[config.mk]
export PLATFORM = sky130hd
export DESIGN_NAME = copy_responder
export DESIGN_NICKNAME = d
export VERILOG_FILES = /design/src/rtl/copy_responder.sv
export SDC_FILE = /design/constraint.sdc
export NUM_CORES = 1
export LEC_CHECK = 0
export ABC_AREA = 1
export BUFFER_PORTS_ARGS = -buffer_cell sky130_fd_sc_hd__buf_4
export CORE_ASPECT_RATIO = 2
export CORE_MARGIN = 2
export CORE_UTILIZATION = 55
export CTS_CLUSTER_DIAMETER = 40
export CTS_CLUSTER_SIZE = 20
export DETAILED_ROUTE_END_ITERATION = 6
export PLACE_DENSITY = 0.86
export SLEW_MARGIN = 0
export SYNTH_ARGS = -nofsm -noshare
export SYNTH_HDL_FRONTEND = slang
export SYNTH_SLANG_ARGS = --single-unit
[constraint.sdc]
create_clock -name clock -period 3.1 [get_ports clock]
set_input_delay 0.62 -clock clock [delete_from_list [all_inputs] [get_ports clock]]
set_output_delay 0.62 -clock clock [all_outputs]
set_load 0.1 [all_outputs]
[src/rtl/copy_responder.sv]
// Ring copy responder: absorbs requests addressed to this core, sums their payload words,
// and answers each one with a header/payload reply once a token has been claimed.
module copy_responder #(
   parameter logic [3:0] REPLY_TYPE = 4'd1,
   parameter int         QDEPTH     = 4
) (
   input  logic        clock,
   input  logic        reset,
   input  logic [3:0]  whichCore,
   input  logic [31:0] RingIn,
   input  logic [3:0]  SlotTypeIn,
   input  logic [3:0]  SrcDestIn,
   output logic [31:0] respRingOut,
   output logic [3:0]  respSlotTypeOut,
   output logic [3:0]  respSrcDestOut,
   output logic        respDriveRing,
   output logic        respWaiting,
   output logic        busy,
   output logic        overflow
);

   localparam logic [3:0] SLOT_TOKEN   = 4'd1;
   localparam logic [3:0] SLOT_NULL    = 4'd7;
   localparam logic [3:0] SLOT_MESSAGE = 4'd8;

   localparam int PW = (QDEPTH > 1) ? $clog2(QDEPTH) : 1;
   localparam int CW = PW + 1;
   localparam logic [CW-1:0] FULL_COUNT = CW'(QDEPTH);

   typedef enum logic [2:0] {
      S_IDLE,
      S_WAIT_TOKEN,
      S_WAIT_N,
      S_SEND_HDR,
      S_SEND_PAY
   } state_t;

   state_t        r_state;
   state_t        w_nextState;
   logic [7:0]    r_burst;
   logic [7:0]    w_nextBurst;

   logic [5:0]    r_rxLen;
   logic [3:0]    r_src;
   logic [31:0]   r_sum;

   logic [35:0]   r_mem [QDEPTH];
   logic [PW-1:0] r_wrPtr;
   logic [PW-1:0] r_rdPtr;
   logic [CW-1:0] r_count;

   logic          w_addressed;
   logic          w_isHeader;
   logic          w_complete;
   logic [31:0]   w_sumNext;
   logic [35:0]   w_pushData;
   logic          w_full;
   logic          w_empty;
   logic          w_push;
   logic          w_pop;
   logic          w_drop;
   logic          w_tokenSeen;
   logic [35:0]   w_head;
   logic [3:0]    w_headSrc;
   logic [31:0]   w_headSum;

   assign w_addressed = (SlotTypeIn == SLOT_MESSAGE) && (SrcDestIn == whichCore);
   assign w_isHeader  = w_addressed && (r_rxLen == 6'd0);
   assign w_sumNext   = r_sum + RingIn;
   assign w_complete  = (w_isHeader && (RingIn[5:0] == 6'd0)) || (r_rxLen == 6'd1);
   assign w_pushData  = w_isHeader ? {RingIn[13:10], 32'd0} : {r_src, w_sumNext};

   always_ff @(posedge clock or negedge reset) begin
      if (!reset) begin
         r_rxLen <= 6'd0;
         r_src   <= 4'd0;
         r_sum   <= 32'd0;
      end else if (r_rxLen != 6'd0) begin
         r_sum   <= w_sumNext;
         r_rxLen <= r_rxLen - 6'd1;
      end else if (w_isHeader) begin
         r_src   <= RingIn[13:10];
         r_rxLen <= RingIn[5:0];
         r_sum   <= 32'd0;
      end
   end

   // A pop frees the slot on the same edge, so a full queue still accepts a completing request then.
   assign w_full  = (r_count == FULL_COUNT);
   assign w_empty = (r_count == '0);
   assign w_pop   = (r_state == S_SEND_PAY);
   assign w_push  = w_complete && (!w_full || w_pop);
   assign w_drop  = w_complete && w_full && !w_pop;

   always_ff @(posedge clock or negedge reset) begin
      if (!reset) begin
         r_wrPtr  <= '0;
         r_rdPtr  <= '0;
         r_count  <= '0;
         overflow <= 1'b0;
      end else begin
         if (w_push) begin
            r_wrPtr <= r_wrPtr + 1'b1;
         end
         if (w_pop) begin
            r_rdPtr <= r_rdPtr + 1'b1;
         end
         if (w_push && !w_pop) begin
            r_count <= r_count + 1'b1;
         end else if (w_pop && !w_push) begin
            r_count <= r_count - 1'b1;
         end
         if (w_drop) begin
            overflow <= 1'b1;
         end
      end
   end

   always_ff @(posedge clock) begin
      if (w_push) begin
         r_mem[r_wrPtr] <= w_pushData;
      end
   end

   assign w_head    = r_mem[r_rdPtr];
   assign w_headSrc = w_head[35:32];
   assign w_headSum = w_head[31:0];

   always_ff @(posedge clock or negedge reset) begin
      if (!reset) begin
         r_state <= S_IDLE;
         r_burst <= 8'd0;
      end else begin
         r_state <= w_nextState;
         r_burst <= w_nextBurst;
      end
   end

   assign w_tokenSeen = (r_state == S_WAIT_TOKEN) && (SlotTypeIn == SLOT_TOKEN);

   always_comb begin
      w_nextState = r_state;
      w_nextBurst = r_burst;
      case (r_state)
         S_IDLE: begin
            if (!w_empty) begin
               w_nextState = S_WAIT_TOKEN;
            end
         end
         S_WAIT_TOKEN: begin
            if (w_tokenSeen) begin
               if (RingIn[7:0] == 8'd0) begin
                  w_nextState = S_SEND_HDR;
               end else begin
                  w_nextBurst = RingIn[7:0];
                  w_nextState = S_WAIT_N;
               end
            end
         end
         S_WAIT_N: begin
            w_nextBurst = r_burst - 8'd1;
            if (r_burst == 8'd1) begin
               w_nextState = S_SEND_HDR;
            end
         end
         S_SEND_HDR: begin
            w_nextState = S_SEND_PAY;
         end
         S_SEND_PAY: begin
            w_nextState = S_IDLE;
         end
         default: begin
            w_nextState = S_IDLE;
         end
      endcase
   end

   // Null conversion is gated by reset because it is the only drive case not tied to FSM state.
   always_comb begin
      respRingOut     = RingIn;
      respSlotTypeOut = SlotTypeIn;
      respSrcDestOut  = SrcDestIn;
      respDriveRing   = 1'b0;
      if (r_state == S_SEND_HDR) begin
         respRingOut     = {18'd0, whichCore, REPLY_TYPE, 6'd1};
         respSlotTypeOut = SLOT_MESSAGE;
         respSrcDestOut  = w_headSrc;
         respDriveRing   = 1'b1;
      end else if (r_state == S_SEND_PAY) begin
         respRingOut     = w_headSum;
         respSlotTypeOut = SLOT_MESSAGE;
         respSrcDestOut  = w_headSrc;
         respDriveRing   = 1'b1;
      end else if (w_tokenSeen) begin
         respRingOut     = RingIn + 32'd2;
         respDriveRing   = 1'b1;
      end else if (w_addressed && reset) begin
         respSlotTypeOut = SLOT_NULL;
         respDriveRing   = 1'b1;
      end
   end

   assign respWaiting = (r_state == S_WAIT_TOKEN);
   assign busy        = (r_rxLen != 6'd0) || !w_empty || (r_state != S_IDLE);

endmodule
==> metrics.md, run 1 <==
| Metric | Value |
|---|---|
| Post-synthesis async set-or-reset flop share | 29.76% |
| Core Area | 0.02254 mm^2 |
| Fill cells | 1882 |
| Logic pwr share | 50.1% |
| PwrDens | 914.2 mW/mm^2 |
| Int Power | 0.007096 W |
| Final period utilization | 98.42% |
| Cells after Synth | 1609 |
| Final core utilization | 64.20% |
| Vias in the first global route | 11559 |
| Crit-path slowest cell | dfrtp_1 |
| Worst setup EP type | output port |
| Num CTS Buffers | 18 |
| Max Clk Rate | 327.8 MHz |
| I/O pin total | 90 |
| Share of cells above drive strength 1 | 12.62% |
| Hold WC Path Type | primary input to asynchronous set/reset pin |
| Maximum net fanout on the critical path | 7 |
| Total congestion overflow | 0 |
| Die height | 217.2 um |
| Syn-to-layout area delta | 15.77% |
| IO buf count | 89 |
| Initial antenna violation count | 0 |
| NetSw | 0.006137 W |
| Setup Skew | 16.99 ps |
| Initial Util | 55.46% |
| Number of remaining DRC errors | 0 |
| Slowest cell delay on critical path | 430 ps |
| Hpwl dp | 27540 um |
| Worst Path Required | 2480 ps |
| Total placed cells including tap cells | 1957 |
| Sequential share of power | 32.4% |
| Chip Width | 110.6 um |
| H-Tree Depth | 1 |
| GPL Wtd Cong | 0.9488 |
| Cell area after synthesis | 0.01250 mm^2 |
| RSZ-0062 raised after global routing | false |
| EDFF count, synth | 144 |
| Clock Tree Root | clkbuf_16 |
| Vias per cell | 5.817 |
| Die area | 0.02403 mm^2 |
| Measured slew at the worst slew-check pin | 893.6 ps |
| Register area share after synthesis | 46.80% |
| Max_slew headroom | 40.43% |
| Kind of start point of the critical path | flip-flop |
| Antenna Nets Post-Route | 0 |
| DR WL/cell | 19.03 um |
| Status | complete, no violations |
| Largest buffer count on any clock path | 3 |
| Clock power share | 17.5% |
| Diode count | 0 |
| Synth top area cells | edfxtp_1, nand2_1, dfrtp_1 |
| CP Cell Sequence | inv_2 -> nand3_4 -> nor2_4 -> buf_12 -> inv_2 -> buf_4 -> nand2_1 -> nand2_1 -> nand2_1 -> a21oi_2 -> buf_4 |
| Syn nets | 1699 |
| Routed wire length | 37890 um |
| Worst path most repeated cell | nand2_1 |
| Sw Ratio | 46.38% |
| CTS tree | yes |
| Post-synthesis cell type count | 46 |
| Largest net degree at the start of global routing | 62 |
| Max-slew violations | 0 |
| Prevailing post-synth register cell | edfxtp_1 |
| Violation count after the first detailed-route iteration | 1070 |
| Layout Nets | 1789 |
| First-pass GRT wire length | 58840 um |
| Clock Latency Late Sink | 510 ps |
| Fin. Hold Viols | 0 |
| Arrival time worst endpoint | 2430 ps |
| Max Cap Viol | 0 |
| #FFs+latches synth | 205 |
| Synth warnings | 0 |
| Row count | 78 |
| Drt pass-1 iters | 6 |
| Non-filler instance count after layout | 1991 |
| Min Clock Period, post-route | 3051 ps |
| Worst VDD drop | 0.7044 mV |
| Final setup vio count | 0 |
| Clk slew on worst S/H paths | 80 ps |
| CP Class | flip-flop to output port |
| Static Leak | 6.618 nW |
| # clock sinks | 205 |
| CTS Hold Bufs | 0 |
| Routed vias | 11581 |
| Yosys top cell area share | 34.59% |
| Overall Global Routing Usage | 30.97% |
| Avg Inst Size Synth | 7.770 um^2 |
| Yosys top cell by area | edfxtp_1 |
through the flow:
| step | worst slack (ps) | instance area, um^2 | hold slack, ps | total power [W] | setup TNS (ps) |
|---|---|---|---|---|---|
| after floorplan | -366.7 | 12620 | 324.4 | 0.008899 | -1281 |
| final | 48.89 | 14470 | 331.5 | 0.01323 | 0 |
| after global placement | 126.3 | 13740 | 457.4 | 0.01047 | 0 |
| after detailed placement | 106.4 | 13740 | 469.9 | 0.01073 | 0 |
| after CTS | 35.47 | 14370 | 362.2 | 0.01304 | 0 |
| after global routing | 16.19 | 14470 | 399.9 | 0.01402 | 0 |
power groups by stage:
stage | Combinational (W) | Clock (W) | Sequential (W)
floorplan | 0.00462 | 0 | 0.00428
global placement | 0.00617 | 0 | 0.00429
detailed placement | 0.00642 | 0 | 0.00432
CTS | 0.00647 | 0.00231 | 0.00426
global route | 0.00729 | 0.00241 | 0.00432
finish | 0.00663 | 0.00231 | 0.00429
registers in the layout (all words and copies together), names as in the netlist:
| signal | flops |
|---|---|
| r_burst | 8 |
| r_wrPtr | 2 |
| r_mem | 144 |
| r_src | 4 |
| overflow | 1 |
| r_rdPtr | 2 |
| r_count | 3 |
| r_rxLen | 6 |
| r_sum | 32 |
| r_state | 3 |
logic make-up after synthesis:
group	after synthesis	share of synthesized area [%]
xor+xnor	29	2.032
compound gates	244	10.92
mux	2	0.1701
buf+inv	257	8.026
fa+ha+maj	44	4.524
flops	205	46.80
simple gates	828	27.53
placed cells by master (no fill, tap or decap), types with 4 or more instances in the layout:
cell type,n
nand2_1,453
nor2_1,197
inv_1,194
edfxtp_1,144
nand3_1,114
o21ai_0,105
buf_4,95
dfrtp_1,60
a21oi_1,57
ha_1,42
xnor2_1,19
clkbuf_16,19
o221ai_1,18
buf_6,16
a21oi_2,15
o21ai_1,14
o22ai_1,11
nand2_2,10
nor3_1,10
xor2_1,10
buf_12,10
nor2_2,9
nor2_4,9
inv_2,8
nand3b_1,8
nand4_1,5
nor3_4,4
a31oi_1,4
a22oi_1,4
clkbuf_1,4
timing repair:
action,CTS,global route
hold endpoints to repair,0,0
pin swaps,1,4
endpoints found under the setup margin,17,24
setup buffers,1,1
resized for setup,5,25
critical path: cells and delay by family, from the launching register on:
family	cells	cell delay (ps)
AND/OR/NAND/NOR	5	400
AO/OA/AOI/OAI	1	170
flip-flops	1	430
buffers and inverters	5	910
final timing paths:
| check | from | end | slack, ps | depth (start not counted) |
|---|---|---|---|---|
| setup / recovery | r_state[2] | respRingOut[10] | 50 | 11 |
| hold / removal | reset | r_burst[7] | 330 | 2 |
| setup reg to reg | r_rxLen[1] | r_count[2] | 520 | 14 |
| hold reg to reg | r_burst[7] | r_burst[7] | 490 | 2 |
| max in group asynchronous | reset | r_rdPtr[0] | 2130 | 2 |
| min in group clock | RingIn[5] | r_rxLen[5] | 440 | 3 |
cell type report:
type | instances | area, um^2 | area share [%]
Sequential cell | 205 | 5852 | 40.43
Multi-Input combinational cell | 1147 | 5793 | 40.02
Timing Repair Buffer | 121 | 1094 | 7.555
Inverter | 206 | 779.5 | 5.386
Clock buffer | 23 | 490.5 | 3.389
Tap cell | 280 | 350.3 | 2.420
Clock inverter | 9 | 115.1 | 0.7953
routing by layer:
metal | track usage, % | vias to the layer above | routed length (um)
met5 | 0 | - | 0
met3 | 3.230 | 146 | 2461
met4 | 20.92 | 0 | 2695
met1 | 34.82 | 5403 | 13350
li1 | - | 5448 | -
met2 | 55.07 | 584 | 19380
cell usage after synthesis (all sizes together), types with 4 or more instances:
cell type and count:
xnor2 19, a31oi 7, o22ai 11, xor2 10
edfxtp 144, buf 27, o221ai 18, nand3 116
nor3 15, nand3b 8, nand2 463, nand4 5
ha 42, o21ai 119, dfrtp 61, inv 204
a22oi 4, nor2 215, clkbuf 24, a21oi 72
Power figures use the tool's default switching activity.
==> run 2: changes to the inputs <==
--- a/config.mk
+++ b/config.mk
@@ -13,6 +13,7 @@
 export CTS_CLUSTER_DIAMETER = 40
 export CTS_CLUSTER_SIZE = 20
 export DETAILED_ROUTE_END_ITERATION = 6
+export MAX_ROUTING_LAYER = met4
 export PLACE_DENSITY = 0.86
 export SLEW_MARGIN = 0
 export SYNTH_ARGS = -nofsm -noshare
==> run 2 against run 1 <==
Sequential share of layout area increased by 0.31 points. Non-clock buffer count unchanged. Critical path depth decreased by 4. Die area unchanged. Fmax increased by 0.45%. Count of clock-buffer cells in the layout decreased by 4. Clock power decreased by 7%. Sequential cell count unchanged. Cell area decreased by 0.76%. First-iteration DRC count decreased by 11%. Worst hold slack got worse by 27 ps. Register-to-register slack got worse by 90 ps. Largest power group unchanged.
==> metrics.md, run 2 (synthesis gave the netlist of run 1 again) <==
| Metric | Value |
|---|---|
| Min Hold Slack | 304.5 ps |
| CTS Hold Bufs | 0 |
| Clock Tree Root | clkbuf_16 |
| Max_slew headroom | 40.29% |
| Vias in the first global route | 11303 |
| First-pass GRT wire length | 58400 um |
| Hold WC Path Type | primary input to asynchronous set/reset pin |
| Most flop-heavy register | r_mem |
| Area post-placement | 0.01373 mm^2 |
| PwrDens | 905.6 mW/mm^2 |
| Post-Place Setup Slack | 80.98 ps |
| Die height | 217.2 um |
| Max-slew violations | 0 |
| Crit-path slowest cell | dfrtp_2 |
| Setup TNS Final | 0 ps |
| Most frequent standard cell in the layout excluding fill and tap cells | nand2_1 |
| Initial Util | 55.46% |
| Hpwl dp | 27520 um |
| R2r startpoint | r_rxLen[0] |
| GPL Wtd Cong | 0.9829 |
| Clk slew on worst S/H paths | 80 ps |
| # clock sinks | 205 |
| Largest buffer count on any clock path | 3 |
| Total congestion overflow | 0 |
| Worst r2r path cells | 14 |
| Num CTS Buffers | 17 |
| CTS tree | yes |
| Row count | 78 |
| Final setup vio count | 0 |
| Antenna Nets Post-Route | 0 |
| Measured slew at the worst slew-check pin | 895.6 ps |
| Min Clock Period, post-route | 3037 ps |
| CP Cell Sequence | inv_2 -> buf_8 -> nor2_1 -> o221ai_1 -> nand2_1 -> a21oi_2 -> buf_6 |
| CP Class | flip-flop to output port |
| DR WL/cell | 18.76 um |
| IO buf count | 89 |
| Routed vias | 11533 |
| Number of remaining DRC errors | 0 |
| Clock Latency Late Sink | 520 ps |
| Syn-to-layout area delta | 14.89% |
| Layout Nets | 1789 |
| Core Area | 0.02254 mm^2 |
| Largest net degree at the start of global routing | 62 |
| Max Cap Viol | 0 |
| I/O pin total | 90 |
| RSZ-0062 raised after global routing | true |
| Arrival time worst endpoint | 2420 ps |
| Fill cells | 1882 |
| Total power | 0.01301 W |
| Final Instance Area | 0.01436 mm^2 |
| Routed wire length | 37320 um |
| Final period utilization | 97.98% |
| Worst VDD drop | 0.6376 mV |
| Violation count after the first detailed-route iteration | 948 |
| Setup Skew | 33.87 ps |
| Worst setup EP type | output port |
| Commonest non-fill, non-tap cells in the layout | nand2_1, nor2_1, inv_1 |
| Fin. Hold Viols | 0 |
| Worst r2r dst | r_count[2] |
| Share of cells above drive strength 1 | 12.35% |
| Vias per cell | 5.798 |
| Diode count | 0 |
| H-Tree Depth | 1 |
| Kind of start point of the critical path | flip-flop |
| Chip Width | 110.6 um |
| Overall Global Routing Usage | 31.68% |
| Drt pass-1 iters | 6 |
| Largest registers | r_mem x144, r_sum x32, r_burst x8 |
| Slowest cell delay on critical path | 540 ps |
| Worst Path Required | 2480 ps |
| Status | complete, no violations |
| Setup ws final | 62.62 ps |
| Static Leak | 6.573 nW |
| R2R Setup Slk | 430 ps |
| Maximum net fanout on the critical path | 37 |
| Max Clk Rate | 329.2 MHz |
| Initial antenna violation count | 0 |
| Die area | 0.02403 mm^2 |
| Largest register FFs | 144 |
## run 2: layout make-up
type | count | area (um^2) | share of cell area [%]
tap | 280 | 350.3 | 2.439
clock buffer | 19 | 432.9 | 3.014
clock inverter | 10 | 102.6 | 0.7143
inverter | 206 | 773.2 | 5.383
multi-input combinational | 1148 | 5803 | 40.40
timing repair buffer | 121 | 1050 | 7.308
sequential | 205 | 5852 | 40.74
## run 2: worst max-delay path: cells and delay by family (launching register included)
| family | cells | cell delay, ps |
|---|---|---|
| buffers and inverters | 3 | 720 |
| flip-flops | 1 | 540 |
| AO/OA/AOI/OAI | 2 | 440 |
| AND/OR/NAND/NOR | 2 | 200 |
## run 2: worst max-delay path by stage
stage	from	to	slack, ps	cells past startpoint
after CTS	r_state[2]	respRingOut[25]	10	8
after floorplan	SlotTypeIn[2]	respRingOut[14]	-370	7
after global routing	r_state[2]	respRingOut[25]	-10	8
final	r_rdPtr[0]	respRingOut[27]	60	7
after detailed placement	RingIn[1]	r_count[2]	80	15
after global placement	RingIn[1]	r_count[2]	120	15
## run 2: through the flow
step | std cells | utilization, %
finish | 1989 | 63.71
global route | 1989 | 63.71
CTS | 1988 | 63.34
detailed placement | 1959 | 60.90
global placement | 1959 | 60.90
floorplan | 1609 | -
## run 2: report_power, final
part           total, W  internal, W  switching, W
clock network   0.00214      0.00106       0.00108
registers       0.00430      0.00397      0.000333
logic           0.00656      0.00190       0.00466
total            0.0130      0.00693       0.00608
## run 2: repair_timing
item | 4_1_cts | 5_1_grt
gates resized for setup | 4 | 20
buffers inserted | 0 | 0
cloned | 0 | 1
endpoints found under the setup margin | 10 | 25
pin swaps | 0 | 1
## run 2: layer usage
metal	global-route usage (%)	up-vias	wire, um
met3	3.091	139	2416
met4	18.46	0	2472
li1	-	5472	-
met1	34.63	5415	12970
met5	-	-	0
met2	55.89	507	19460
==> run 3: changes to the inputs <==
--- a/config.mk
+++ b/config.mk
@@ -15,6 +15,7 @@
 export DETAILED_ROUTE_END_ITERATION = 6
 export MAX_ROUTING_LAYER = met4
 export PLACE_DENSITY = 0.86
+export REMOVE_ABC_BUFFERS = 1
 export SLEW_MARGIN = 0
 export SYNTH_ARGS = -nofsm -noshare
 export SYNTH_HDL_FRONTEND = slang
==> run 3 against run 2 <==
The run now ends with DRC, setup timing left. Worst setup slack got worse by 150 ps. Largest cell class unchanged. Count of clock-buffer cells in the layout increased by 2. Fmax fell by 4.8%. Register-to-register slack barely moved. First-iteration DRC count rose by 11%. Sequential cell count did not move. Cell area is 1.1% higher. Critical endpoint is now respRingOut[1]. Highest routed layer unchanged. Non-clock buffer count grew 15. Critical path depth up 2. Critical path type unchanged.
==> metrics.md, run 3 (synthesis gave the netlist of run 1 again) <==
| Metric | Value |
|---|---|
| Violation count after the first detailed-route iteration | 1052 |
| Worst r2r path cells | 14 |
| Max Clk Rate | 313.5 MHz |
| Num CTS Buffers | 18 |
| Slowest cell delay on critical path | 430 ps |
| Chip Width | 110.6 um |
| CTS tree | yes |
| Drt pass-1 iters | 7 |
| Layout Nets | 1804 |
| GPL Wtd Cong | 0.9697 |
| Max_slew headroom | 39.74% |
| Row count | 78 |
| Failing checks | DRC, setup timing |
| Number of remaining DRC errors | 1 |
| Initial antenna violation count | 0 |
| PwrDens | 905.8 mW/mm^2 |
| Worst path most repeated cell | buf_4 |
| Largest net degree at the start of global routing | 74 |
| Diode count | 0 |
| Final period utilization | 102.9% |
| Post-Place Setup Slack | 105.3 ps |
| IO buf count | 89 |
| # clock sinks | 205 |
| Largest registers | r_mem x144, r_sum x32, r_burst x8 |
| Syn-to-layout area delta | 16.13% |
| H-Tree Depth | 1 |
| Most flop-heavy register | r_mem |
| Core Area | 0.02254 mm^2 |
| Setup ws final | -89.52 ps |
| Clock Tree Root | clkbuf_16 |
| Clock Latency Late Sink | 530 ps |
| Commonest non-fill, non-tap cells in the layout | nand2_1, nor2_1, inv_1 |
| Initial Util | 55.46% |
| Max-slew violations | 0 |
| Reg area | 0.005852 mm^2 |
| Die area | 0.02403 mm^2 |
| Status | finished with violations |
| Worst setup path endpoint | respRingOut[1] |
| Setup Skew | 32.25 ps |
| Fin. Hold Viols | 0 |
| Worst VDD drop | 0.6430 mV |
| Min Clock Period, post-route | 3190 ps |
| Largest register FFs | 144 |
| Multi-input gate area | 0.005731 mm^2 |
| Final setup vio count | 6 |
| Kind of start point of the critical path | flip-flop |
| CP Cell Sequence | inv_2 -> nand3_4 -> nor2_4 -> buf_4 -> buf_4 -> buf_4 -> o21ai_0 -> o21ai_0 -> buf_6 |
| I/O pin total | 90 |
| Vias in the first global route | 11432 |
| Static Leak | 6.688 nW |
| Area post-placement | 0.01369 mm^2 |
| RSZ-0062 raised after global routing | true |
| Fill cells | 1862 |
| Maximum net fanout on the critical path | 4 |
| Largest buffer count on any clock path | 3 |
| Hold WC Path Type | primary input to asynchronous set/reset pin |
| Crit-path slowest cell | dfrtp_1 |
| Measured slew at the worst slew-check pin | 903.9 ps |
| Antenna Nets Post-Route | 0 |
| Most frequent standard cell in the layout excluding fill and tap cells | nand2_1 |
| Overall Global Routing Usage | 31.50% |
| Final core utilization | 64.40% |
| CP Class | flip-flop to output port |
| Max Cap Viol | 0 |
| First-pass GRT wire length | 57910 um |
| Share of cells above drive strength 1 | 12.65% |
| CP Launch Point | r_state[2] |
| Routed wire length | 38580 um |
| Arrival time worst endpoint | 2570 ps |
| Worst setup EP type | output port |
| R2R Setup Slk | 430 ps |
| DR WL/cell | 19.25 um |
| Worst Path Required | 2480 ps |
| Worst r2r dst | r_count[2] |
| R2r startpoint | r_state[0] |
| Clk slew on worst S/H paths | 90 ps |
| Vias per cell | 5.942 |
| Total congestion overflow | 0 |
| Final Instance Area | 0.01452 mm^2 |
| Hpwl dp | 27410 um |
| Die height | 217.2 um |
| Routed vias | 11907 |
run 3: how the worst min path moves through the flow:
| stage | from | to | slack [ps] |
|---|---|---|---|
| 2_1_floorplan | reset | overflow | 320 |
| 3_3_place_gp | r_src[3] | r_src[3] | 460 |
| 3_5_place_dp | r_src[3] | r_src[3] | 460 |
| 4_1_cts | reset | r_src[3] | 370 |
| 5_1_grt | reset | r_rxLen[3] | 380 |
| 6_report | reset | r_src[3] | 330 |
run 3: worst max-delay path: cells and delay by family (launching register included):
kind,cells,cell delay [ps]
buffers and inverters,5,850
flip-flops,1,430
AO/OA/AOI/OAI,2,400
AND/OR/NAND/NOR,2,350
run 3: timing repair:
item                       in CTS  in global routing
hold buffers                    0                  0
setup endpoints to repair      11                 20
setup buffers                   4                  4
gates resized for setup         4                 44
pin swaps                       1                  6
run 3: layer usage:
metal  global-route usage [%]  routed length [um]  up-vias
met5                        -                   0        -
met4                    21.25                2949        0
met3                    3.230                3004      197
met2                    55.26               19610      735
li1                         -                   -     5498
met1                    33.35               13020     5477
run 3: layout make-up:
class	count	area share [%]
clock buffer	21	3.180
clock inverter	9	0.8704
inverter	206	5.352
multi-input combinational	1147	39.47
sequential	205	40.31
tap	280	2.413
timing repair buffer	136	8.411
run 3: power by group:
group | leakage [nW] | internal [W] | switching [W]
clock | 0.283 | 0.00114 | 0.00115
sequential | 2.02 | 0.00397 | 0.000301
combinational | 4.39 | 0.00193 | 0.00465
run 3: per-stage QoR:
stage | cells | hold WS (ps) | TNS, ps | power, W
2_1_floorplan | 1558 | 324.4 | -170730 | 0.008773
6_report | 2004 | 332.4 | -284.9 | 0.01315
4_1_cts | 2000 | 366.4 | 0 | 0.01293
5_1_grt | 2004 | 379.7 | -889.1 | 0.01392
3_3_place_gp | 1966 | 457.9 | 0 | 0.01040
3_5_place_dp | 1966 | 463.3 | 0 | 0.01064
